**config.mk**
```make
export PLATFORM = sky130hd
export DESIGN_NAME = mem_arbiter_flat
export DESIGN_NICKNAME = d
export VERILOG_FILES = /design/src/rtl/mem_arbiter_pkg.sv /design/src/rtl/mem_arbiter_if.sv /design/src/rtl/mem_arbiter_lsu_align.sv /design/src/rtl/mem_arbiter.sv /design/src/flat_wrapper.sv
export SDC_FILE = /design/constraint.sdc
export NUM_CORES = 1
export LEC_CHECK = 0
export ABC_AREA = 1
export CAP_MARGIN = 15
export CORE_UTILIZATION = 45
export DETAILED_ROUTE_END_ITERATION = 6
export PLACE_DENSITY = 0.82
export SYNTH_ARGS = -nofsm -noshare
export SYNTH_HDL_FRONTEND = slang
export SYNTH_HIERARCHICAL = 1
export SYNTH_SLANG_ARGS = --single-unit
```
**constraint.sdc**
```tcl
create_clock -name clock -period 2.8 [get_ports clock]
set_input_delay 0.42 -clock clock [delete_from_list [all_inputs] [get_ports clock]]
set_output_delay 0.42 -clock clock [all_outputs]
set_load 0.05 [all_outputs]
```
**src/rtl/mem_arbiter_pkg.sv**
```systemverilog
// Shared types and helpers for the unified-memory arbiter.
// Lane/byte-enable and access-legality rules live here.
package mem_arb_pkg;

  typedef enum logic [1:0] {
    IDLE,
    IF_BUSY,
    D_BUSY,
    D_ERR
  } state_e;

  localparam logic [2:0] F3_B  = 3'b000;
  localparam logic [2:0] F3_H  = 3'b001;
  localparam logic [2:0] F3_W  = 3'b010;
  localparam logic [2:0] F3_BU = 3'b100;
  localparam logic [2:0] F3_HU = 3'b101;

  function automatic logic [3:0] be_of(
    input logic [2:0] f3,
    input logic [1:0] a
  );
    logic [3:0] be;
    be = 4'b1111;
    case (f3[1:0])
      2'b00:   be = 4'b0001 << a;
      2'b01:   be = 4'b0011 << a;
      default: be = 4'b1111;
    endcase
    return be;
  endfunction

  function automatic logic bad_acc(
    input logic [2:0] f3,
    input logic [1:0] a
  );
    logic ill;
    logic mis;
    ill = (f3 == 3'b011) || (f3[2:1] == 2'b11);
    mis = ((f3[1:0] == 2'b01) && a[0])
       || ((f3[1:0] == 2'b10) && (a != 2'b00));
    return ill || mis;
  endfunction

endpackage

```
**src/rtl/mem_arbiter_if.sv**
```systemverilog
// Core-side and memory-side signals of the arbiter.
// slave is the arbiter's view, master the environment's.
interface mem_arbiter_if #(
  parameter int ADDR_W = 32
);

  logic              if_req;
  logic [ADDR_W-1:0] if_addr;
  logic              if_gnt;
  logic              if_rvalid;
  logic [31:0]       if_rdata;

  logic              d_req;
  logic              d_we;
  logic [ADDR_W-1:0] d_addr;
  logic [2:0]        d_funct3;
  logic [31:0]       d_wdata;
  logic              d_gnt;
  logic              d_rvalid;
  logic [31:0]       d_rdata;
  logic              d_err;

  logic              mem_req;
  logic              mem_we;
  logic [ADDR_W-1:0] mem_addr;
  logic [3:0]        mem_be;
  logic [31:0]       mem_wdata;
  logic              mem_ack;
  logic [31:0]       mem_rdata;

  modport slave (
    input  if_req, if_addr,
    input  d_req, d_we, d_addr, d_funct3, d_wdata,
    input  mem_ack, mem_rdata,
    output if_gnt, if_rvalid, if_rdata,
    output d_gnt, d_rvalid, d_rdata, d_err,
    output mem_req, mem_we, mem_addr, mem_be, mem_wdata
  );

  modport master (
    output if_req, if_addr,
    output d_req, d_we, d_addr, d_funct3, d_wdata,
    output mem_ack, mem_rdata,
    input  if_gnt, if_rvalid, if_rdata,
    input  d_gnt, d_rvalid, d_rdata, d_err,
    input  mem_req, mem_we, mem_addr, mem_be, mem_wdata
  );

endinterface

```
**src/rtl/mem_arbiter_lsu_align.sv**
```systemverilog
// Combinational byte-lane steering for loads and stores:
// byte enables, store replication, load extraction/extension.
module lsu_align
  import mem_arb_pkg::*;
(
  input  logic [2:0]  funct3_i,
  input  logic [1:0]  addr_i,
  input  logic [31:0] wdata_i,
  input  logic [31:0] rdata_i,
  output logic [3:0]  be_o,
  output logic [31:0] wdata_o,
  output logic [31:0] rdata_o,
  output logic        bad_o
);

  logic [31:0] sh;
  logic        sx;

  assign sh = rdata_i >> {addr_i, 3'b000};
  assign sx = ~funct3_i[2];

  always_comb begin
    be_o    = be_of(funct3_i, addr_i);
    bad_o   = bad_acc(funct3_i, addr_i);
    wdata_o = wdata_i;
    rdata_o = rdata_i;
    case (funct3_i[1:0])
      2'b00: begin
        wdata_o = {4{wdata_i[7:0]}};
        rdata_o = {{24{sh[7] & sx}}, sh[7:0]};
      end
      2'b01: begin
        wdata_o = {2{wdata_i[15:0]}};
        rdata_o = {{16{sh[15] & sx}}, sh[15:0]};
      end
      default: begin
        wdata_o = wdata_i;
        rdata_o = rdata_i;
      end
    endcase
  end

endmodule

```
**src/rtl/mem_arbiter.sv**
```systemverilog
// Single-port memory arbiter: fetch vs load/store,
// with starvation guard on fetch and registered returns.
module mem_arbiter
  import mem_arb_pkg::*;
#(
  parameter int ADDR_W   = 32,
  parameter int MAX_WAIT = 4
) (
  input  logic          clock,
  input  logic          reset,
  mem_arbiter_if.slave  bus
);

  localparam int WW = $clog2(MAX_WAIT + 1);
  localparam logic [WW-1:0] MAXW = WW'(MAX_WAIT);

  state_e            state_q, state_d;
  logic [WW-1:0]     wait_q, wait_d;
  logic              mem_req_q, mem_req_d;
  logic              mem_we_q, mem_we_d;
  logic [ADDR_W-1:0] mem_addr_q, mem_addr_d;
  logic [3:0]        mem_be_q, mem_be_d;
  logic [31:0]       mem_wdata_q, mem_wdata_d;
  logic [2:0]        f3_q, f3_d;
  logic [1:0]        off_q, off_d;
  logic              if_rvalid_q, if_rvalid_d;
  logic [31:0]       if_rdata_q, if_rdata_d;
  logic              d_rvalid_q, d_rvalid_d;
  logic [31:0]       d_rdata_q, d_rdata_d;
  logic              d_err_q, d_err_d;
  logic              if_gnt, d_gnt;
  logic              force_if;

  logic        idle;
  logic [2:0]  la_f3;
  logic [1:0]  la_a;
  logic [3:0]  la_be;
  logic [31:0] la_wdata;
  logic [31:0] la_rdata;
  logic        la_bad;
  logic        unused_ok;

  // Grant-time checks use live inputs; load extraction uses the captured fields.
  assign idle  = (state_q == IDLE);
  assign la_f3 = idle ? bus.d_funct3 : f3_q;
  assign la_a  = idle ? bus.d_addr[1:0] : off_q;
  assign unused_ok = ^bus.if_addr[1:0];

  lsu_align u_align (
    .funct3_i (la_f3),
    .addr_i   (la_a),
    .wdata_i  (bus.d_wdata),
    .rdata_i  (bus.mem_rdata),
    .be_o     (la_be),
    .wdata_o  (la_wdata),
    .rdata_o  (la_rdata),
    .bad_o    (la_bad)
  );

  assign force_if = bus.if_req && (wait_q == MAXW);

  always_comb begin
    state_d     = state_q;
    wait_d      = wait_q;
    mem_req_d   = mem_req_q;
    mem_we_d    = mem_we_q;
    mem_addr_d  = mem_addr_q;
    mem_be_d    = mem_be_q;
    mem_wdata_d = mem_wdata_q;
    f3_d        = f3_q;
    off_d       = off_q;
    if_rvalid_d = 1'b0;
    if_rdata_d  = if_rdata_q;
    d_rvalid_d  = 1'b0;
    d_rdata_d   = d_rdata_q;
    d_err_d     = 1'b0;
    if_gnt      = 1'b0;
    d_gnt       = 1'b0;
    case (state_q)
      IDLE: begin
        if (bus.d_req && !force_if) begin
          d_gnt       = 1'b1;
          if (bus.if_req) wait_d = wait_q + 1'b1;
          f3_d        = bus.d_funct3;
          off_d       = bus.d_addr[1:0];
          mem_we_d    = bus.d_we;
          mem_addr_d  = {bus.d_addr[ADDR_W-1:2], 2'b00};
          mem_be_d    = la_be;
          mem_wdata_d = bus.d_we ? la_wdata : 32'd0;
          if (la_bad) begin
            state_d = D_ERR;
          end else begin
            state_d   = D_BUSY;
            mem_req_d = 1'b1;
          end
        end else if (bus.if_req) begin
          if_gnt      = 1'b1;
          wait_d      = '0;
          mem_req_d   = 1'b1;
          mem_we_d    = 1'b0;
          mem_addr_d  = {bus.if_addr[ADDR_W-1:2], 2'b00};
          mem_be_d    = 4'b1111;
          mem_wdata_d = 32'd0;
          state_d     = IF_BUSY;
        end
      end
      IF_BUSY: begin
        if (bus.mem_ack) begin
          mem_req_d   = 1'b0;
          if_rvalid_d = 1'b1;
          if_rdata_d  = bus.mem_rdata;
          state_d     = IDLE;
        end
      end
      D_BUSY: begin
        if (bus.mem_ack) begin
          mem_req_d  = 1'b0;
          d_rvalid_d = 1'b1;
          d_rdata_d  = mem_we_q ? 32'd0 : la_rdata;
          state_d    = IDLE;
        end
      end
      D_ERR: begin
        d_rvalid_d = 1'b1;
        d_err_d    = 1'b1;
        d_rdata_d  = 32'd0;
        state_d    = IDLE;
      end
      default: state_d = IDLE;
    endcase
  end

  always_ff @(posedge clock) begin
    if (reset) begin
      state_q     <= IDLE;
      wait_q      <= '0;
      mem_req_q   <= 1'b0;
      mem_we_q    <= 1'b0;
      mem_addr_q  <= '0;
      mem_be_q    <= 4'd0;
      mem_wdata_q <= 32'd0;
      f3_q        <= 3'd0;
      off_q       <= 2'd0;
      if_rvalid_q <= 1'b0;
      if_rdata_q  <= 32'd0;
      d_rvalid_q  <= 1'b0;
      d_rdata_q   <= 32'd0;
      d_err_q     <= 1'b0;
    end else begin
      state_q     <= state_d;
      wait_q      <= wait_d;
      mem_req_q   <= mem_req_d;
      mem_we_q    <= mem_we_d;
      mem_addr_q  <= mem_addr_d;
      mem_be_q    <= mem_be_d;
      mem_wdata_q <= mem_wdata_d;
      f3_q        <= f3_d;
      off_q       <= off_d;
      if_rvalid_q <= if_rvalid_d;
      if_rdata_q  <= if_rdata_d;
      d_rvalid_q  <= d_rvalid_d;
      d_rdata_q   <= d_rdata_d;
      d_err_q     <= d_err_d;
    end
  end

  assign bus.if_gnt    = if_gnt;
  assign bus.d_gnt     = d_gnt;
  assign bus.if_rvalid = if_rvalid_q;
  assign bus.if_rdata  = if_rdata_q;
  assign bus.d_rvalid  = d_rvalid_q;
  assign bus.d_rdata   = d_rdata_q;
  assign bus.d_err     = d_err_q;
  assign bus.mem_req   = mem_req_q;
  assign bus.mem_we    = mem_we_q;
  assign bus.mem_addr  = mem_addr_q;
  assign bus.mem_be    = mem_be_q;
  assign bus.mem_wdata = mem_wdata_q;

endmodule

```
**src/flat_wrapper.sv**
```systemverilog
// flat-port wrapper written by rule: the top's interface ports become plain ports
module mem_arbiter_flat import mem_arb_pkg::*;
#(
  parameter int ADDR_W   = 32,
  parameter int MAX_WAIT = 4
)
  (clock, reset, bus_if_req, bus_if_addr, bus_d_req, bus_d_we, bus_d_addr, bus_d_funct3, bus_d_wdata, bus_mem_ack, bus_mem_rdata, bus_if_gnt, bus_if_rvalid, bus_if_rdata, bus_d_gnt, bus_d_rvalid, bus_d_rdata, bus_d_err, bus_mem_req, bus_mem_we, bus_mem_addr, bus_mem_be, bus_mem_wdata);
  mem_arbiter_if #(.ADDR_W(ADDR_W)) bus_i ();
  input  logic clock;
  input  logic reset;
  input wire logic [$bits(bus_i.if_req)-1:0] bus_if_req;
  input wire logic [$bits(bus_i.if_addr)-1:0] bus_if_addr;
  input wire logic [$bits(bus_i.d_req)-1:0] bus_d_req;
  input wire logic [$bits(bus_i.d_we)-1:0] bus_d_we;
  input wire logic [$bits(bus_i.d_addr)-1:0] bus_d_addr;
  input wire logic [$bits(bus_i.d_funct3)-1:0] bus_d_funct3;
  input wire logic [$bits(bus_i.d_wdata)-1:0] bus_d_wdata;
  input wire logic [$bits(bus_i.mem_ack)-1:0] bus_mem_ack;
  input wire logic [$bits(bus_i.mem_rdata)-1:0] bus_mem_rdata;
  output wire logic [$bits(bus_i.if_gnt)-1:0] bus_if_gnt;
  output wire logic [$bits(bus_i.if_rvalid)-1:0] bus_if_rvalid;
  output wire logic [$bits(bus_i.if_rdata)-1:0] bus_if_rdata;
  output wire logic [$bits(bus_i.d_gnt)-1:0] bus_d_gnt;
  output wire logic [$bits(bus_i.d_rvalid)-1:0] bus_d_rvalid;
  output wire logic [$bits(bus_i.d_rdata)-1:0] bus_d_rdata;
  output wire logic [$bits(bus_i.d_err)-1:0] bus_d_err;
  output wire logic [$bits(bus_i.mem_req)-1:0] bus_mem_req;
  output wire logic [$bits(bus_i.mem_we)-1:0] bus_mem_we;
  output wire logic [$bits(bus_i.mem_addr)-1:0] bus_mem_addr;
  output wire logic [$bits(bus_i.mem_be)-1:0] bus_mem_be;
  output wire logic [$bits(bus_i.mem_wdata)-1:0] bus_mem_wdata;
  assign bus_i.if_req = bus_if_req;
  assign bus_i.if_addr = bus_if_addr;
  assign bus_i.d_req = bus_d_req;
  assign bus_i.d_we = bus_d_we;
  assign bus_i.d_addr = bus_d_addr;
  assign bus_i.d_funct3 = bus_d_funct3;
  assign bus_i.d_wdata = bus_d_wdata;
  assign bus_i.mem_ack = bus_mem_ack;
  assign bus_i.mem_rdata = bus_mem_rdata;
  assign bus_if_gnt = bus_i.if_gnt;
  assign bus_if_rvalid = bus_i.if_rvalid;
  assign bus_if_rdata = bus_i.if_rdata;
  assign bus_d_gnt = bus_i.d_gnt;
  assign bus_d_rvalid = bus_i.d_rvalid;
  assign bus_d_rdata = bus_i.d_rdata;
  assign bus_d_err = bus_i.d_err;
  assign bus_mem_req = bus_i.mem_req;
  assign bus_mem_we = bus_i.mem_we;
  assign bus_mem_addr = bus_i.mem_addr;
  assign bus_mem_be = bus_i.mem_be;
  assign bus_mem_wdata = bus_i.mem_wdata;
  mem_arbiter #(.ADDR_W(ADDR_W), .MAX_WAIT(MAX_WAIT)) u_core (.clock(clock), .reset(reset), .bus(bus_i));
endmodule
```
==> impl_metrics.json, run 1 <==
{
  "max_slew_violation_count": 0,
  "maxSlewHeadroom_pct": 43.6,
  "coreArea_um2": 15800,
  "cts-root-to-sink-buffers": 2,
  "leakagePower_uw": 0.00460,
  "area_growth_pct": 46.5,
  "max_cap_violations": 0,
  "worstSetupEndpointType": "flop",
  "die_area_um2": 16600,
  "min_path_cells": 2,
  "sw_frac_of_total_pct": 43.5,
  "fin_nets": 1476,
  "worstPathArrival_ns": 2.80,
  "cts_tree": "done",
  "logic_gate_share_of_total_power_pct": 48.8,
  "drc_errors_left": 0,
  "type_of_the_most_critical_hold_path": "flop to flop",
  "asyncSetResetFlopFracSynth_pct": 0,
  "syn_avg_cell_area_um2": 6.63,
  "maximum_resistive_drop_on_vdd_v": 0.000561,
  "dominantRegCellSynth": "sky130_fd_sc_hd__dfxtp_1",
  "synth-seq-area-share_pct": 40.0,
  "first_iter_violations": 714,
  "gp_congestion": 0.881,
  "timing.critical_path.from_type": "flop",
  "die-height_um": 129,
  "grt_setup_unrepaired": "no",
  "final.hold.worst_slack_ns": 0.461,
  "dieWidth_um": 129,
  "cts_made_buffers": 17,
  "n_fill_cell": 1406,
  "yosysWarnings": 6,
  "period_share_pct": 87.5,
  "synth_top_family_by_area": "simple AND/OR/NAND/NOR gates",
  "clock_tree.htree_level_count": 4,
  "synth_fa_ha_area_share_pct": 1.04,
  "floorplan.initialDensity_pct": 45.8,
  "net-switching-power_uw": 4180,
  "synthSimpleGateAreaFrac_pct": 34.0,
  "finalCriticalPeriod_ns": 2.45,
  "globalRoute.totalOverflow": 0,
  "layout_commonest_cell": "sky130_fd_sc_hd__nand2_1",
  "intPower_uw": 5420,
  "synthCells": 1093,
  "synth_compound_area_share_pct": 13.2,
  "final_antenna_net_count": 0,
  "synth_enable_flop_cells": 0,
  "synth.area.mux_share_pct": 0,
  "io_buffer_count": 271,
  "finalSetupTns_ns": 0,
  "timing.critical_path.required_ns": 3.15,
  "max_freq_ghz": 0.408,
  "cp_max_fo": 16,
  "post_route_cells_drive_above_1_share_pct": 6.99,
  "worst_path_max_delay_cell": "sky130_fd_sc_hd__dfxtp_1",
  "power_frac_seq_pct": 27.7,
  "number_of_buffers_inserted_by_hold_repair_at_cts": 0,
  "pwr-share-clk_pct": 23.6,
  "drt_pre_antenna_iters": 5,
  "hpwlAfterDp_um": 16100,
  "routed_wire_per_std_cell_um": 14.8,
  "grt_pass1_vias": 7089,
  "initial_antenna_violation_count": 0,
  "clock_sinks": 145,
  "final_cell_mix": "sky130_fd_sc_hd__nand2_1 (276), sky130_fd_sc_hd__clkdlybuf4s50_1 (268), sky130_fd_sc_hd__nor2_1 (184), sky130_fd_sc_hd__dfxtp_1 (145), sky130_fd_sc_hd__o21ai_0 (125)",
  "grt_first_pass_wirelength_um": 35700,
  "dr_total_vias": 7909,
  "power-per-cell-area_nw_per_um2": 904,
  "antennaDiodeCount": 0,
  "ys_seq_elements": 145,
  "syn_area_um2": 7250,
  "routed_wl_um": 23000,
  "row_count": 46,
  "timing_worst_slew_pin_value_ns": 0.846,
  "clk_pin_slew_ns": 0.06,
  "finClkSkew_ns": 0.0104,
  "netlist-cell-type-count": 31,
  "cpPeakStageDelay_ns": 0.38,
  "master_cell_of_the_clock_root_buffer": "sky130_fd_sc_hd__clkbuf_16",
  "status": "finished, final reports clean",
  "grt_use_total_pct": 27.5,
  "total_count_of_hold_check_failures_in_the_final_report": 0,
  "r2r.worst_path.cells": 14,
  "synth_xor_area_share_pct": 0.121,
  "criticalPathCategory": "flop to flop",
  "cp_cell_instances": "inv_1, ha_1, inv_4, nand2_1, nand2_1, buf_4, nand3_1, nand3_2, nand3_4, nand3_1, inv_1, o21ai_0, o21ai_0, nor2_1",
  "route.detailed.vias_per_inst": 5.07,
  "grt_max_degree": 76,
  "clock_latency_ns": 0.42,
  "ios": 276,
  "setup_viol_count_final": 0
}
power groups by stage:
stage	logic, uW	registers (uW)	clock network, uW
floorplan	1950	3950	0
global placement	4590	2680	0
detailed placement	4640	2700	0
CTS	4660	2660	2300
global route	5060	2700	2390
finish	4680	2660	2260
per-layer routing:
layer,vias to the layer above,global-route usage [%],part of all wire (%)
met4,0,11.6,2.5
met2,324,44.6,46
met3,40,5.86,7.2
li1,3935,-,-
met5,-,0,0
met1,3610,35.4,44
repair_timing:
item | CTS | global route
resized for setup | 0 | 1
endpoints found under the hold margin | 0 | 0
setup buffers | 0 | 0
endpoints found under the setup margin | 0 | 7
critical path: cells and delay by family, from the launching register on:
kind | cells | cell delay, ns
AO/OA/AOI/OAI | 2 | 0.24
adder cells (fa/ha/maj) | 1 | 0.29
flip-flops | 1 | 0.38
AND/OR/NAND/NOR | 7 | 0.95
buffers and inverters | 4 | 0.51
registers in the layout, summed over array words and instances (netlist names), 2 cells and up:
name / cells
u_core/f3_q: 3
u_core/state_q: 2
u_core/bus.mem_wdata: 32
u_core/bus.if_rdata: 32
u_core/bus.mem_be: 4
u_core/off_q: 2
u_core/wait_q: 3
u_core/bus.mem_addr: 30
u_core/bus.d_rdata: 32
final timing paths:
check	start	to	slack (ns)
setup / recovery	u_core/state_q[0]$_SDFFE_PP0P_	u_core/bus.d_rdata[25]$_SDFFE_PP0P_	0.35
hold / removal	u_core/f3_q[1]$_SDFFE_PP0P_	u_core/f3_q[1]$_SDFFE_PP0P_	0.46
setup reg to reg	u_core/state_q[0]$_SDFFE_PP0P_	u_core/bus.d_rdata[25]$_SDFFE_PP0P_	0.35
hold reg to reg	u_core/f3_q[1]$_SDFFE_PP0P_	u_core/f3_q[1]$_SDFFE_PP0P_	0.46
area by class of cell:
class / count / area [um^2] / area share [%]
multi-input combinational: 774 / 3530 / 33.2
timing repair buffer: 298 / 2970 / 27.9
sequential: 145 / 2900 / 27.3
clock buffer: 22 / 484 / 4.56
inverter: 97 / 367 / 3.45
tap: 216 / 270 / 2.54
clock inverter: 9 / 106 / 1.00
stage by stage:
stage,util (%),total power [uW],instances,instance area (um^2),setup WS [ns]
after CTS,66.9,9620,1560,10600,0.250
after global placement,63.2,7270,1529,10000,0.366
after detailed placement,63.2,7330,1529,10000,0.276
after floorplan,-,5890,1094,7250,0.662
after global routing,67.1,10200,1561,10600,0.0513
final,67.1,9600,1561,10600,0.350
cells in the mapped netlist, types with 4 or more instances:
cell type                  number  area (um^2)
sky130_fd_sc_hd__o211ai_1       8         60.1
sky130_fd_sc_hd__nand3_2       17          170
sky130_fd_sc_hd__ha_1           6         75.1
sky130_fd_sc_hd__inv_1         89          334
sky130_fd_sc_hd__clkbuf_1      26         97.6
sky130_fd_sc_hd__o21ai_0      125          626
sky130_fd_sc_hd__nand3_1       92          460
sky130_fd_sc_hd__clkbuf_2       4         20.0
sky130_fd_sc_hd__buf_6          9          101
sky130_fd_sc_hd__inv_2          6         22.5
sky130_fd_sc_hd__nor2_1       184          691
sky130_fd_sc_hd__buf_4         19          143
sky130_fd_sc_hd__buf_2         18         90.1
sky130_fd_sc_hd__nand2_1      276         1040
sky130_fd_sc_hd__a21oi_1       49          245
sky130_fd_sc_hd__dfxtp_1      145         2900
kinds of logic after synthesis:
group | Yosys count
compound gates | 186
xor+xnor | 1
fa+ha+maj | 6
buf+inv | 175
flops | 145
other cells | 1
simple gates | 579
(Power assumes the default switching activity.)
==> run 2, diff against run 1 <==
CTS_CLUSTER_DIAMETER = 100   (was not set)
==> results of run 2 <==
The final DEF is identical to that of run 1; final timing and power are the same.
